File: src/rtl/butterfly_read_sequencer.sv
// Stage-by-stage row-pair read sequencer for the radix-2 FFT datapath.
// Issues paired SRAM row reads and delivers the matching crossbar stride one cycle later.
module butterfly_read_sequencer #(
    parameter int N_LOG2    = 10,
    parameter int STAGE_GAP = 2
) (
    input  logic              i_CLK,
    input  logic              i_RST_N,
    input  logic              i_START,
    input  logic              i_STALL,
    output logic              o_BUSY,
    output logic              o_RD_EN,
    output logic [N_LOG2-3:0] o_RD_ADDR1,
    output logic [N_LOG2-3:0] o_RD_ADDR2,
    output logic [3:0]        o_STAGE,
    output logic              o_DATA_VALID,
    output logic [9:0]        o_DATA_STRIDE,
    output logic              o_DONE
);
    localparam int ROW_W = N_LOG2 - 2;
    localparam int PW    = N_LOG2 - 3;
    localparam logic [3:0] LAST_STAGE = 4'(N_LOG2 - 1);
    localparam logic [3:0] GAP_LAST   = 4'(STAGE_GAP - 1);
    localparam logic [9:0] MAX_STRIDE = 10'(1 << (N_LOG2 - 1));

    typedef enum logic [1:0] {IDLE, READ, GAP, FIN} state_t;

    state_t           state_reg, state_next;
    logic [3:0]       s_reg, s_next;
    logic [PW-1:0]    p_reg, p_next;
    logic [9:0]       stride_reg, stride_next;
    logic [3:0]       gap_cnt_reg, gap_cnt_next;
    logic             busy_reg, busy_next;
    logic             rd_en_reg, rd_en_next;
    logic [ROW_W-1:0] addr1_reg, addr1_next;
    logic [ROW_W-1:0] addr2_reg, addr2_next;
    logic [3:0]       stage_reg, stage_next;
    logic [9:0]       rd_stride_reg, rd_stride_next;
    logic             data_valid_reg, data_valid_next;
    logic [9:0]       data_stride_reg, data_stride_next;
    logic             done_reg, done_next;

    // Row distance k is S/4 for wide strides and 1 once the pair shares a row group.
    logic [ROW_W-1:0] k_dist, low_mask, p_ext, row_a;
    assign k_dist   = (stride_reg >= 10'd4) ? ROW_W'(stride_reg >> 2) : ROW_W'(1);
    assign low_mask = k_dist - ROW_W'(1);
    assign p_ext    = ROW_W'(p_reg);
    // Insert a zero at bit log2(k): high bits of p move up one place.
    assign row_a    = ((p_ext & ~low_mask) << 1) | (p_ext & low_mask);

    always_ff @(posedge i_CLK or negedge i_RST_N) begin
        if (!i_RST_N) begin
            state_reg       <= IDLE;
            s_reg           <= '0;
            p_reg           <= '0;
            stride_reg      <= '0;
            gap_cnt_reg     <= '0;
            busy_reg        <= 1'b0;
            rd_en_reg       <= 1'b0;
            addr1_reg       <= '0;
            addr2_reg       <= '0;
            stage_reg       <= '0;
            rd_stride_reg   <= '0;
            data_valid_reg  <= 1'b0;
            data_stride_reg <= '0;
            done_reg        <= 1'b0;
        end else begin
            state_reg       <= state_next;
            s_reg           <= s_next;
            p_reg           <= p_next;
            stride_reg      <= stride_next;
            gap_cnt_reg     <= gap_cnt_next;
            busy_reg        <= busy_next;
            rd_en_reg       <= rd_en_next;
            addr1_reg       <= addr1_next;
            addr2_reg       <= addr2_next;
            stage_reg       <= stage_next;
            rd_stride_reg   <= rd_stride_next;
            data_valid_reg  <= data_valid_next;
            data_stride_reg <= data_stride_next;
            done_reg        <= done_next;
        end
    end

    always_comb begin
        state_next       = state_reg;
        s_next           = s_reg;
        p_next           = p_reg;
        stride_next      = stride_reg;
        gap_cnt_next     = gap_cnt_reg;
        busy_next        = busy_reg;
        rd_en_next       = 1'b0;
        addr1_next       = addr1_reg;
        addr2_next       = addr2_reg;
        stage_next       = stage_reg;
        rd_stride_next   = rd_stride_reg;
        data_valid_next  = rd_en_reg;
        data_stride_next = rd_en_reg ? rd_stride_reg : data_stride_reg;
        done_next        = 1'b0;

        case (state_reg)
            IDLE: begin
                if (i_START) begin
                    state_next   = READ;
                    busy_next    = 1'b1;
                    s_next       = '0;
                    p_next       = '0;
                    stride_next  = MAX_STRIDE;
                    gap_cnt_next = '0;
                end
            end
            READ: begin
                if (!i_STALL) begin
                    rd_en_next     = 1'b1;
                    addr1_next     = row_a;
                    addr2_next     = row_a + k_dist;
                    stage_next     = s_reg;
                    rd_stride_next = stride_reg;
                    p_next         = p_reg + PW'(1);
                    if (&p_reg) begin
                        gap_cnt_next = '0;
                        if (s_reg == LAST_STAGE) begin
                            state_next = FIN;
                        end else if (STAGE_GAP == 0) begin
                            s_next      = s_reg + 4'd1;
                            stride_next = stride_reg >> 1;
                        end else begin
                            state_next = GAP;
                        end
                    end
                end
            end
            GAP: begin
                if (gap_cnt_reg == GAP_LAST) begin
                    gap_cnt_next = '0;
                    s_next       = s_reg + 4'd1;
                    stride_next  = stride_reg >> 1;
                    state_next   = READ;
                end else begin
                    gap_cnt_next = gap_cnt_reg + 4'd1;
                end
            end
            FIN: begin
                // First FIN cycle lets the last read data arrive; the second one signals completion.
                if (gap_cnt_reg == 4'd0) begin
                    gap_cnt_next = 4'd1;
                end else begin
                    gap_cnt_next = '0;
                    done_next    = 1'b1;
                    busy_next    = 1'b0;
                    state_next   = IDLE;
                end
            end
            default: state_next = IDLE;
        endcase
    end

    assign o_BUSY        = busy_reg;
    assign o_RD_EN       = rd_en_reg;
    assign o_RD_ADDR1    = addr1_reg;
    assign o_RD_ADDR2    = addr2_reg;
    assign o_STAGE       = stage_reg;
    assign o_DATA_VALID  = data_valid_reg;
    assign o_DATA_STRIDE = data_stride_reg;
    assign o_DONE        = done_reg;
endmodule

File: config.mk
export PLATFORM = sky130hd
export DESIGN_NAME = butterfly_read_sequencer
export DESIGN_NICKNAME = d
export VERILOG_FILES = /design/src/rtl/butterfly_read_sequencer.sv
export SDC_FILE = /design/constraint.sdc
export NUM_CORES = 1
export LEC_CHECK = 0
export CORE_MARGIN = 2
export CORE_UTILIZATION = 51
export DETAILED_ROUTE_END_ITERATION = 12
export PLACE_DENSITY = 0.84
export SLEW_MARGIN = 25
export SYNTH_ARGS = -nofsm -noshare
export SYNTH_HDL_FRONTEND = slang
export SYNTH_SLANG_ARGS = --single-unit
File: constraint.sdc
create_clock -name i_CLK -period 2.7 [get_ports i_CLK]
set_input_delay 0.81 -clock i_CLK [delete_from_list [all_inputs] [get_ports i_CLK]]
set_output_delay 0.81 -clock i_CLK [all_outputs]
set_load 0.1 [all_outputs]
== Word-level counts from Yosys, hierarchy flattened ==
Cells that the tools add are included.

* Input bits: 4
* Register bits: 71
* Logic and storage cells: 76

* Mux-type cells: 29
* $add $sub $neg: 5
* Bitwise gates (word level): 5
* Reductions and logical operators: 12
* Magnitude comparators: 1
* Equality and inequality tests: 10

{| class="wikitable"
|+ Operator list
! operator !! number
|-
| 2-to-1 mux 10 bit || 2
|-
| 2-to-1 mux 4 bit || 5
|-
| one-hot mux 10 bit (2 select lines) || 1
|-
| one-hot mux 4 bit (4 select lines) || 1
|-
| 2-to-1 mux 7 bit || 2
|-
| one-hot mux 7 bit (2 select lines) || 1
|-
| AND reduction 3 bit || 4
|-
| greater-or-equal comparator 10 x 3 -> 1 bit (second input constant) || 1
|-
| 2-to-1 mux 2 bit || 5
|-
| inequality test 2 bit (second input constant) || 5
|-
| adder 4 x 1 -> 4 bit (second input constant) || 2
|-
| adder 8 bit || 1
|-
| bitwise AND 7 x 8 -> 8 bit || 1
|-
| 2-to-1 mux 1 bit || 8
|-
| 2-to-1 mux 8 bit || 1
|-
| bitwise OR 8 bit || 1
|-
| one-hot mux 2 bit (4 select lines) || 1
|-
| one-hot mux 4 bit (2 select lines) || 1
|-
| subtractor 8 x 1 -> 8 bit (second input constant) || 1
|-
| adder 7 x 1 -> 7 bit (second input constant) || 1
|-
| bitwise AND 7 bit || 1
|-
| NOT 7 bit || 1
|-
| AND reduction 7 bit || 1
|-
| nonzero test 2 bit || 3
|-
| 10 further kinds || 11
|}

== Logic depth before layout (Yosys ltp) ==
Gate-level depths: netlist (run 1).

* Depth after elaboration: 7
* Gate-level depth with buffers: 13

== Worst setup path after synthesis (run 1) ==
No wires, ideal clock.

* Path type: reg-to-reg
* From: register stride_reg[6]
* To: register addr2_reg[6] (netlist: o_RD_ADDR2[6])
* Arrival: 2.867 ns
* Slack: -0.289 ns
* Data required time: 2.578 ns
* Setup time: 0.122 ns
* Path buffers: 0
* Stages on the path, launching flop included: 13
* Path through: dfrtp_1 -> nor4_4 -> a31oi_1 -> mux2_2 -> a32oi_1 -> nand2_1 -> ha_1 -> or3_1 -> o221a_2 -> o21ai_0 -> a221oi_2 -> mux2i_1 -> nand2_1

* Cells in the longest elaborated chain, start to end: 7
* Elaborated cells on any way between the ends: 8
* Those cells by class: 2 x add/sub; 1 x order compare; 1 x mux; 4 x bitwise

{| class="wikitable"
|+ RTL lines
! element !! RTL line !! text
|-
| start: declaration || 31 || <nowiki>logic [9:0] stride_reg, stride_next;</nowiki>
|-
| start signal: assignment || 71 || <nowiki>stride_reg <= stride_next;</nowiki>
|-
| greater-or-equal comparator 10 x 3 -> 1 bit * || 45 || <nowiki>assign k_dist = (stride_reg >= 10'd4) ? ROW_W'(stride_reg >> 2) : ROW_W'(1);</nowiki>
|-
| 2-to-1 mux 8 bit * || 45 ||
|-
| subtractor 8 x 1 -> 8 bit * || 46 || <nowiki>assign low_mask = k_dist - ROW_W'(1);</nowiki>
|-
| NOT 7 bit || 49 || <nowiki>assign row_a = ((p_ext & ~low_mask) << 1) | (p_ext & low_mask);</nowiki>
|-
| bitwise AND 7 bit || 49 ||
|-
| bitwise OR 8 bit * || 49 ||
|-
| via row_a[2] || 44 || <nowiki>logic [ROW_W-1:0] k_dist, low_mask, p_ext, row_a;</nowiki>
|-
| adder 8 bit * || 116 || <nowiki>addr2_next = row_a + k_dist;</nowiki>
|-
| end signal: assignment || 76 || <nowiki>addr2_reg <= addr2_next;</nowiki>
|-
| end: declaration || 36 || <nowiki>logic [ROW_W-1:0] addr2_reg, addr2_next;</nowiki>
|}

Mark *: on every way through the listed nets, which the timed path passes. The rest lies on a longest branch.
A chain may end at the register's enable or synchronous reset.

== Worst setup path in the final report (run 1) ==
Ends and elaborated chain as after synthesis.

==> flow_metrics.env, run 1 <==
export IMPL_drv_slew=0
export IMPL_overflow=0
export IMPL_p_per_area_nw_per_um2=724.1
export IMPL_insertion_delay_ps=350
export IMPL_net_switching_power_uw=1391
export IMPL_antennaDiodeCount=0
export IMPL_vias=3020
export IMPL_yosys_top_cells_count="nand2_1 (87), dfrtp_1 (71), o21ai_0 (34)"
export IMPL_worstSetupPathType="flop to flop"
export IMPL_cp_arrival_ps=3150
export IMPL_pwr_share_comb_pct=35.5
export IMPL_synth_edf_count=0
export IMPL_dr_first_iter_drc_count=223
export IMPL_drtAntennaViolNets=0
export IMPL_crit_path_end_kind="flop"
export IMPL_die_w_um=88.09
export IMPL_dp_cells=523
export IMPL_cp_max_fo=4
export IMPL_synth_area_per_cell_um2=9.246
export IMPL_critPathLaunchType="flop"
export IMPL_track_usage_pct=21.32
export IMPL_intPower_uw=1813
export IMPL_fin_crit_sh_pct=107.4
export IMPL_min_path_type="primary input to asynchronous set/reset pin"
export IMPL_final_area_um2=4425
export IMPL_min_period_ps=2901
export IMPL_synth_top_area_share_pct=49.27
export IMPL_reg2reg_slack_ps=-200
export IMPL_drive_above_1_share_pct=26.22
export IMPL_stdcell_count=546
export IMPL_synth_warnings=0
export IMPL_post_dp_cell_area_um2=4118
export IMPL_ys_flop_type="dfrtp_1"
export IMPL_nets=457
export IMPL_p_clk_share_pct=24.4
export IMPL_core_um2=6832
export IMPL_fp_dieArea_um2=7759
export IMPL_syn_nets=402
export IMPL_die_y_um=88.09
export IMPL_skew_ps=8.200
export IMPL_yosysSeqAreaShare_pct=49.27
export IMPL_r2r_end="o_RD_ADDR2[6]"
export IMPL_yosysUniqueCellTypes=51
export IMPL_ys_ff_latch=71
export IMPL_switching_share_pct=43.41
export IMPL_syn2layout_area_growth_pct=22.73
export IMPL_r2r_start="stride_reg[6]"
export IMPL_wl_um=7936
export IMPL_max_freq_mhz=344.7
export IMPL_yosysTopAreaCell="dfrtp_1"
export IMPL_htreeDepth=3
export IMPL_syn_instance_count=390
export IMPL_syn_cell_area_um2=3606
export IMPL_p_leak_uw=0.002169
export IMPL_postCtsHoldBufs=0
export IMPL_worst_hold_slack_ps=461.0
export IMPL_grt_pass1_wl_um=12780
export IMPL_grt_pass1_vias=2783
export IMPL_finalHoldViolCount=0
export IMPL_fillers=552
export IMPL_gp_congestion=0.9305
export IMPL_cp_data_required_time_ps=2950
export IMPL_dpl_hpwl_um=5311
export IMPL_tightest_slew_ps=668.3
export IMPL_cts_tree="yes"
export IMPL_numCtsBuffers=9
export IMPL_grt_max_degree=72
export IMPL_drc=0
export IMPL_status="finished, violations left"
export IMPL_ff2ff_path_depth=12
export IMPL_vias_per_cell=5.531
export IMPL_max_cap_viol_count=0
export IMPL_port_buffers=37
export IMPL_irDropWorstVdd_v=0.0003120
export IMPL_rsz0062_at_grt="true"
export IMPL_firstDrtPassIters=4
export IMPL_async_flop_share_pct=100.0
export IMPL_root_buffer="clkbuf_8"
export IMPL_path_clk_slew_ps=80
export IMPL_rows=30
export IMPL_multiInputGateArea_um2=1764
export IMPL_setup_viol=3
export IMPL_antenna_found_initial=0
export IMPL_io_pins=38
export IMPL_setup_slack_ps=-201.1
export IMPL_seq_area_um2=1777
export IMPL_violations="negative setup slack"
export IMPL_sequentialPowerShare_pct=40.1
export IMPL_slew_headroom_pct=55.04
export IMPL_clk_path_buf_depth=2
export IMPL_wl_per_cell_um=14.53
export IMPL_start_util_pct=52.78
export IMPL_synthTopCellsByArea="dfrtp_1 (49%), nand2_1 (9.1%), o21ai_0 (4.7%)"
export IMPL_synth_most_common_cell="nand2_1"
export IMPL_cts_sinks=71
## critical path, stage by stage, from the launching register on
cell and delay, ps:
dfrtp_1 410, nor4_4 360, a31oi_4 150, mux2_2 300
a32oi_2 180, nand2_1 120, ha_4 180, or3_1 390
o221a_4 260, o21ai_2 160, a221oi_2 60, mux2i_1 160
nand2_1 60
## per-layer routing
layer | vias to the layer above | part of all wire, % | GRT usage [%] | wire length (um)
li1 | 1455 | - | - | -
met1 | 1456 | 44 | 27.88 | 3461
met2 | 90 | 49 | 34.99 | 3920
met3 | 19 | 5.1 | 4.995 | 402
met4 | 0 | 1.9 | 7.576 | 152
met5 | - | 0 | 0 | 0
## cell type report
cell class,count,share of cell area [%]
sequential,71,40.15
tap,96,2.714
timing repair buffer,72,12.55
clock buffer,10,3.110
inverter,7,0.5937
clock inverter,6,1.018
multi-input combinational,284,39.86
## cell families (layout without fill, tap and decap cells)
group,Yosys count,count (layout),synth area share (%)
AO/OA/AOI/OAI,83,83,14.43
XOR/XNOR,10,10,2.429
adder cells (fa/ha/maj),8,8,2.776
buffers and inverters,35,95,3.990
flip-flops,71,71,49.27
multiplexers,17,17,5.309
other,1,1,0.1040
AND/OR/NAND/NOR,165,165,21.69
## per-stage QoR
stage | utilization, % | setup TNS, ps | power, uW | setup slack (ps)
after floorplan | - | -454.2 | 2141 | -256.0
after global placement | 60.27 | -220.7 | 2409 | -120.1
after detailed placement | 60.27 | -543.9 | 2432 | -238.6
after CTS | 63.81 | -383.7 | 3218 | -150.2
after global routing | 64.78 | -863.8 | 3349 | -293.6
final | 64.78 | -384.3 | 3204 | -201.1
## worst max-delay path by stage
stage | slack, ps | startpoint | cells after the start | endpoint
3_5_place_dp | -240 | stride_reg[6] | 12 | o_RD_ADDR2[6]
4_1_cts | -150 | stride_reg[7] | 12 | o_RD_ADDR2[6]
5_1_grt | -290 | stride_reg[6] | 12 | o_RD_ADDR2[6]
6_report | -200 | stride_reg[6] | 12 | o_RD_ADDR2[6]
3_3_place_gp | -120 | stride_reg[6] | 12 | o_RD_ADDR2[6]
2_1_floorplan | -260 | stride_reg[6] | 12 | o_RD_ADDR2[6]
## power groups by stage
| stage | clock (uW) | sequential (uW) | combinational, uW |
|---|---|---|---|
| 6_report | 781 | 1280 | 1140 |
| 5_1_grt | 833 | 1300 | 1210 |
| 4_1_cts | 797 | 1280 | 1140 |
| 3_5_place_dp | 0 | 1310 | 1130 |
| 3_3_place_gp | 0 | 1300 | 1110 |
| 2_1_floorplan | 0 | 1790 | 355 |
## layout by cell type (no fill, tap or decap), types with 2 or more instances in the layout
cell,Yosys,final
nand2_1,87,87
dfrtp_1,71,71
buf_4,0,68
o21ai_0,34,31
nor2_1,24,24
nand3_1,17,17
a21oi_1,17,15
mux2_2,13,13
clkbuf_8,0,10
inv_1,7,7
ha_1,8,7
xor2_1,6,6
nor2b_1,5,5
a31oi_1,7,5
nand2b_1,4,4
and2_1,5,4
xnor2_1,4,4
a21o_1,3,3
nor3_1,3,3
nand4_1,3,3
mux2i_1,3,3
o31ai_1,3,3
or3_1,3,3
clkinvlp_4,0,3
nor3_4,2,2
o211ai_1,2,2
a31oi_4,0,2
nor4_1,2,2
and3_1,2,2
o21a_1,2,2
a21oi_2,0,2
o221ai_1,2,2
nor3b_1,2,2
o21ai_1,0,2
clkdlybuf4s50_1,0,2
## repair_timing
action | 4_1_cts | 5_1_grt
pin swaps | 4 | 5
setup buffers | 4 | 3
endpoints found under the setup margin | 4 | 4
resized for setup | 6 | 9
No activity file was read; power rests on OpenSTA's default activity.
==> run 2: changes to the inputs <==
--- a/config.mk
+++ b/config.mk
@@ -8,6 +8,7 @@
 export CORE_MARGIN = 2
 export CORE_UTILIZATION = 51
 export DETAILED_ROUTE_END_ITERATION = 12
+export GPL_ROUTABILITY_DRIVEN = 0
 export PLACE_DENSITY = 0.84
 export SLEW_MARGIN = 25
 export SYNTH_ARGS = -nofsm -noshare
==> results of run 2 <==
Same layout as run 1: the final DEF is identical, and so are final timing and power.
